==> src/rtl/siwo_sequencer_if.sv <==
// Handshake bundle between the SIWO control side and the program sequencer.
// The breakpoint signals exist only when SIWO_SEQ_BREAKPOINT_EN is defined.
interface siwo_sequencer_if #(
    parameter int ADDR_WIDTH  = 10,
    parameter int COUNT_WIDTH = 16
);
    logic                   _start;
    logic                   _halt;
    logic                   _stall;
    logic                   _branchJump;
    logic                   _relative;
    logic [ADDR_WIDTH-1:0]  _destBranchJump;
`ifdef SIWO_SEQ_BREAKPOINT_EN
    logic                   _bpEnable;
    logic [ADDR_WIDTH-1:0]  _bpAddr;
`endif
    logic [ADDR_WIDTH-1:0]  pc;
    logic                   insnValid;
    logic                   running;
    logic                   done;
    logic [COUNT_WIDTH-1:0] insnCount;
    logic [COUNT_WIDTH-1:0] cycleCount;

    // Control side: drives requests, observes sequencer status.
    modport master (
`ifdef SIWO_SEQ_BREAKPOINT_EN
        output _bpEnable, _bpAddr,
`endif
        output _start, _halt, _stall, _branchJump, _relative, _destBranchJump,
        input  pc, insnValid, running, done, insnCount, cycleCount
    );

    modport slave (
`ifdef SIWO_SEQ_BREAKPOINT_EN
        input  _bpEnable, _bpAddr,
`endif
        input  _start, _halt, _stall, _branchJump, _relative, _destBranchJump,
        output pc, insnValid, running, done, insnCount, cycleCount
    );
endinterface

==> src/rtl/siwo_sequencer.sv <==
// Program sequencer: run/halt FSM, PC with absolute/relative branches, stall, and
// saturating retired/cycle counters. Optional breakpoint support: SIWO_SEQ_BREAKPOINT_EN.
module siwo_sequencer #(
    parameter int ADDR_WIDTH  = 10,
    parameter int COUNT_WIDTH = 16,
    parameter int START_ADDR  = 0
) (
    input logic                _CLK,
    input logic                _reset,
    siwo_sequencer_if.slave    bus
);
    localparam logic [ADDR_WIDTH-1:0] START_PC = ADDR_WIDTH'(START_ADDR);

    typedef enum logic [1:0] {
        S_IDLE   = 2'd0,
        S_RUN    = 2'd1,
        S_HALTED = 2'd2
`ifdef SIWO_SEQ_BREAKPOINT_EN
        ,S_PAUSED = 2'd3
`endif
    } state_t;

    state_t                 r_state;
    logic [ADDR_WIDTH-1:0]  r_pc;
    logic [COUNT_WIDTH-1:0] r_insn_count;
    logic [COUNT_WIDTH-1:0] r_cycle_count;

    logic [ADDR_WIDTH-1:0]  w_target;
    logic [COUNT_WIDTH-1:0] w_insn_inc;
    logic [COUNT_WIDTH-1:0] w_cycle_inc;
    logic                   w_running;
    logic                   w_bp_hit;

    // Offset is two's complement; modulo-2^ADDR_WIDTH addition handles negatives.
    assign w_target    = bus._relative ? (r_pc + bus._destBranchJump) : bus._destBranchJump;
    assign w_insn_inc  = (&r_insn_count)  ? r_insn_count  : r_insn_count  + 1'b1;
    assign w_cycle_inc = (&r_cycle_count) ? r_cycle_count : r_cycle_count + 1'b1;
    assign w_running   = (r_state == S_RUN);

`ifdef SIWO_SEQ_BREAKPOINT_EN
    // Set on resume so the instruction we paused on is allowed to execute once.
    logic r_bp_skip;
    assign w_bp_hit = w_running && !bus._stall && bus._bpEnable
                      && (r_pc == bus._bpAddr) && !r_bp_skip;
`else
    assign w_bp_hit = 1'b0;
`endif

    always_ff @(posedge _CLK) begin
        if (_reset) begin
            r_state       <= S_IDLE;
            r_pc          <= START_PC;
            r_insn_count  <= '0;
            r_cycle_count <= '0;
`ifdef SIWO_SEQ_BREAKPOINT_EN
            r_bp_skip     <= 1'b0;
`endif
        end else begin
            case (r_state)
                S_IDLE, S_HALTED: begin
                    if (bus._start) begin
                        r_state       <= S_RUN;
                        r_pc          <= START_PC;
                        r_insn_count  <= '0;
                        r_cycle_count <= '0;
`ifdef SIWO_SEQ_BREAKPOINT_EN
                        r_bp_skip     <= 1'b0;
`endif
                    end
                end
                S_RUN: begin
                    if (w_bp_hit) begin
`ifdef SIWO_SEQ_BREAKPOINT_EN
                        r_state <= S_PAUSED;
`endif
                    end else begin
                        r_cycle_count <= w_cycle_inc;
                        if (!bus._stall) begin
                            r_insn_count <= w_insn_inc;
`ifdef SIWO_SEQ_BREAKPOINT_EN
                            r_bp_skip    <= 1'b0;
`endif
                            if (bus._halt) begin
                                r_state <= S_HALTED;
                            end else if (bus._branchJump) begin
                                r_pc <= w_target;
                            end else begin
                                r_pc <= r_pc + 1'b1;
                            end
                        end
                    end
                end
`ifdef SIWO_SEQ_BREAKPOINT_EN
                S_PAUSED: begin
                    if (bus._start) begin
                        r_state   <= S_RUN;
                        r_bp_skip <= 1'b1;
                    end
                end
`endif
                default: r_state <= S_IDLE;
            endcase
        end
    end

    assign bus.pc         = r_pc;
    assign bus.running    = w_running;
    assign bus.done       = (r_state == S_HALTED);
    assign bus.insnValid  = w_running && !bus._stall && !w_bp_hit;
    assign bus.insnCount  = r_insn_count;
    assign bus.cycleCount = r_cycle_count;
endmodule
==> src/flat_wrapper.sv <==
// flat-port wrapper written by rule: the top's interface ports become plain ports
module siwo_sequencer_flat 
#(
    parameter int ADDR_WIDTH  = 10,
    parameter int COUNT_WIDTH = 16,
    parameter int START_ADDR  = 0
)
  (_CLK, _reset, bus__start, bus__halt, bus__stall, bus__branchJump, bus__relative, bus__destBranchJump, bus_pc, bus_insnValid, bus_running, bus_done, bus_insnCount, bus_cycleCount);
  siwo_sequencer_if #(.ADDR_WIDTH(ADDR_WIDTH), .COUNT_WIDTH(COUNT_WIDTH)) bus_i ();
  input logic _CLK;
  input logic _reset;
  input wire logic [$bits(bus_i._start)-1:0] bus__start;
  input wire logic [$bits(bus_i._halt)-1:0] bus__halt;
  input wire logic [$bits(bus_i._stall)-1:0] bus__stall;
  input wire logic [$bits(bus_i._branchJump)-1:0] bus__branchJump;
  input wire logic [$bits(bus_i._relative)-1:0] bus__relative;
  input wire logic [$bits(bus_i._destBranchJump)-1:0] bus__destBranchJump;
  output wire logic [$bits(bus_i.pc)-1:0] bus_pc;
  output wire logic [$bits(bus_i.insnValid)-1:0] bus_insnValid;
  output wire logic [$bits(bus_i.running)-1:0] bus_running;
  output wire logic [$bits(bus_i.done)-1:0] bus_done;
  output wire logic [$bits(bus_i.insnCount)-1:0] bus_insnCount;
  output wire logic [$bits(bus_i.cycleCount)-1:0] bus_cycleCount;
  assign bus_i._start = bus__start;
  assign bus_i._halt = bus__halt;
  assign bus_i._stall = bus__stall;
  assign bus_i._branchJump = bus__branchJump;
  assign bus_i._relative = bus__relative;
  assign bus_i._destBranchJump = bus__destBranchJump;
  assign bus_pc = bus_i.pc;
  assign bus_insnValid = bus_i.insnValid;
  assign bus_running = bus_i.running;
  assign bus_done = bus_i.done;
  assign bus_insnCount = bus_i.insnCount;
  assign bus_cycleCount = bus_i.cycleCount;
  siwo_sequencer #(.ADDR_WIDTH(ADDR_WIDTH), .COUNT_WIDTH(COUNT_WIDTH), .START_ADDR(START_ADDR)) u_core (._CLK(_CLK), ._reset(_reset), .bus(bus_i));
endmodule
==> config.mk <==
export PLATFORM = sky130hd
export DESIGN_NAME = siwo_sequencer_flat
export DESIGN_NICKNAME = d
export VERILOG_FILES = /design/src/rtl/siwo_sequencer_if.sv /design/src/rtl/siwo_sequencer.sv /design/src/flat_wrapper.sv
export SDC_FILE = /design/constraint.sdc
export NUM_CORES = 1
export LEC_CHECK = 0
export BUFFER_PORTS_ARGS = -buffer_cell sky130_fd_sc_hd__buf_4
export CORE_ASPECT_RATIO = 0.9
export CORE_MARGIN = 3
export CORE_UTILIZATION = 59
export DETAILED_ROUTE_END_ITERATION = 6
export GPL_TIMING_DRIVEN = 0
export PLACE_DENSITY = 0.84
export REMOVE_ABC_BUFFERS = 1
export SYNTH_ARGS = -nofsm -noshare
export SYNTH_HDL_FRONTEND = slang
export SYNTH_SLANG_ARGS = --single-unit
export TNS_END_PERCENT = 5
==> constraint.sdc <==
create_clock -name _CLK -period 4.9 [get_ports _CLK]
set_input_delay 0.98 -clock _CLK [delete_from_list [all_inputs] [get_ports _CLK]]
set_output_delay 0.98 -clock _CLK [all_outputs]
set_load 0.02 [all_outputs]
==> flow_summary.ini <==
[place]
place_congestion = 0.896
hpwl_um = 4980
dpl_cell_area_mm2 = 0.00329
io_buffers = 61
placedCellCount = 466

[die]
initial_core_util_pct = 62.4
io_pins = 62
die_h_um = 71.6
die_w_um = 78.9
core-area_mm2 = 0.00452
fp-row-count = 23
die_area_mm2 = 0.00564

[cts]
cts_hold_buf = 0
cts_tree = done
cts_buffers = 5
path_clk_slew_ns = 0.07
cts.sinks = 44
cts_setup_buffers = 0
cts-resized-gates = 0
clkLatencyLatePin_ns = 0.29
cts_buffer_depth = 2
clock-root-buffer = clkbuf_8
h-tree-depth = 2

[timing]
hold_ws_ns = 0.524
clock_skew_ns = 0.00230
worst_pin_slew_ns = 0.708
fmax_ghz = 0.369
hold_violations = 0
relSlewSlack_pct = 52.5
grt_setup_unrepaired = false
maxSlewViolCount = 0
final-setup-viol-count = 0
timing.setup.tns_ns = 0
finalCriticalPeriod_ns = 2.71
post-route-period-util_pct = 55.4

[synth]
synth_area_leaders = dfxtp_1 (31%), nor2_1 (6.7%), xor2_1 (6.2%)
ys_types = 58
syn_inst = 355
async_flop_share_pct = 0
ys_seq_area_share_pct = 31.2
synth_warnings = 0
synth_top_area_cell = dfxtp_1
yosysTopAreaCellShare_pct = 31.2
synth_seq_cells = 44
synth_area_mm2 = 0.00282
avgSynthCellArea_um2 = 7.94
synth_edf_count = 0
ys.flop_type = dfxtp_1

[min_path]
min_to = u_core.bus.insnCount[14]
holdCritStartpoint = u_core.bus.insnCount[14]
hold_class = reg2reg
whs_path_depth = 2

[routing]
remaining_drc_errors = 0
drt_wl_total_um = 6570
viasPerCell = 5.93
wire_per_inst_um = 14.0
final_antenna_net_count = 0
drt_iter0_markers = 191
num_vias = 2793
dr.pass1.iters = 5

[worst_setup_path]
critPathLaunchType = input pin
critPathMaxFanout = 3
crit_required_ns = 5.13
rr_startpoint = u_core.bus.pc[0]
endpoint_kind = flop
rr_worst_depth = 9
rr_endpoint = u_core.bus.pc[6]
crit_type = in2reg
r2r_setup_slack_ns = 2.47
worstPathArrival_ns = 2.94

[global_route]
grt_max_degree = 31
grt_util_all_layers_pct = 24.0
first_global_vias = 2451
antenna_found_initial = 0
grt_pass1_wl_um = 11100
overflow = 0

[cells_and_area]
stdcell_area_mm2 = 0.00335
area_growth_pct = 19.0
final_cells = 471
drive_gt1_share_pct = 20.0
final_nets = 441
diodes = 0

[outcome]
status = complete, no violations

[power_and_ir_drop]
irDropWorstVdd_uv = 210
powerDensity_mw_per_mm2 = 202
p_leak_nw = 1.39

[flow_run]
cap_violations = 0
how the worst max path moves through the flow:
stage,from,endpoint,cells after the start
after floorplan,bus__destBranchJump[0],u_core.bus.pc[6],9
after global placement,bus__destBranchJump[0],u_core.bus.pc[6],10
after detailed placement,bus__destBranchJump[0],u_core.bus.pc[6],10
after CTS,bus__destBranchJump[0],u_core.bus.pc[6],10
after global routing,bus__destBranchJump[0],u_core.bus.pc[6],10
final,bus__destBranchJump[0],u_core.bus.pc[6],10
cell usage in the layout, fill, tap and decap left out, drive strengths merged, types with 6 or more instances in the layout:
| cell type | count |
|---|---|
| ha | 12 |
| and3 | 8 |
| nor3 | 9 |
| dfxtp | 44 |
| nand3 | 11 |
| nand4 | 15 |
| nor2 | 51 |
| nand2 | 31 |
| a211oi | 6 |
| o21ai | 21 |
| xor2 | 20 |
| mux2i | 6 |
| buf | 61 |
| inv | 17 |
| a21oi | 23 |
| or3 | 8 |
Yosys cell counts, types with 2 or more instances:
cell type / n
nor2_1: 50
dfxtp_1: 44
nand2_1: 31
a21oi_1: 23
o21ai_0: 21
xor2_1: 20
inv_1: 16
nand4_1: 14
ha_1: 12
nand3_1: 11
clkbuf_1: 9
nor3_1: 9
and3_1: 7
or3_1: 7
a211oi_1: 6
mux2i_1: 6
nor2b_1: 5
a31oi_1: 4
nand2b_1: 4
o211ai_1: 4
xnor2_1: 4
and4_1: 3
nor4_1: 3
a21o_1: 2
a31o_2: 2
a41oi_1: 2
buf_6: 2
nand3b_1: 2
o22ai_1: 2
o311ai_0: 2
metal layers:
layer / vias to the layer above / routed length [um] / part of all wire [%] / GRT usage, %
met2: 79 / 2990 / 46 / 37.5
met1: 1297 / 3110 / 47 / 33.4
li1: 1407 / - / - / -
met4: 0 / 78 / 1.2 / 7.63
met3: 10 / 394 / 6.0 / 5.03
met5: - / 0 / 0 / 0
final cells by class:
| cell class | count | area (um2) |
|---|---|---|
| multi-input cells | 282 | 1800 |
| fillers | 371 | 1160 |
| flip-flops and latches | 44 | 881 |
| repair buffers | 61 | 458 |
| well taps | 62 | 77.6 |
| clock buffers | 5 | 68.8 |
| inverters | 17 | 68.8 |
registers in the layout (all words and copies together), names as in the netlist:
| name | count |
|---|---|
| u_core.bus.pc | 10 |
| u_core.bus.insnCount | 16 |
| u_core.r_state | 2 |
| u_core.bus.cycleCount | 16 |
through the flow:
step           setup slack, ns  total power (W)  util (%)
2_1_floorplan             2.31         0.000441         -
3_3_place_gp              1.99         0.000479      72.7
3_5_place_dp              1.91         0.000482      72.7
4_1_cts                   2.20         0.000680      74.2
5_1_grt                   1.99         0.000709      74.2
6_report                  2.19         0.000677      74.2
power breakdown:
group | switching, W | internal [W] | total (W)
Combinational | 0.0000643 | 0.0000419 | 0.000106
Sequential | 0.00000676 | 0.000362 | 0.000369
Clock | 0.000110 | 0.0000920 | 0.000202
Total | 0.000181 | 0.000496 | 0.000677
logic make-up (layout without fill, tap and decap cells):
group,after synthesis,in the layout,share of synthesized area [%]
flip-flops,44,44,31.2
AND/OR/NAND/NOR,158,158,28.8
buffers and inverters,29,83,4.88
XOR/XNOR,24,24,7.46
AO/OA/AOI/OAI,81,81,19.4
multiplexers,6,6,2.13
adder cells (fa/ha/maj),13,13,6.04
critical path: stages:
cell      delay, ns
buf_4          0.09
ha_1           0.17
inv_1          0.06
fa_1           0.39
nor2b_1        0.15
o21ai_0        0.14
a211oi_1       0.36
mux2i_1        0.36
o221ai_1       0.15
nand3_1        0.10
(Power assumes the default switching activity.)
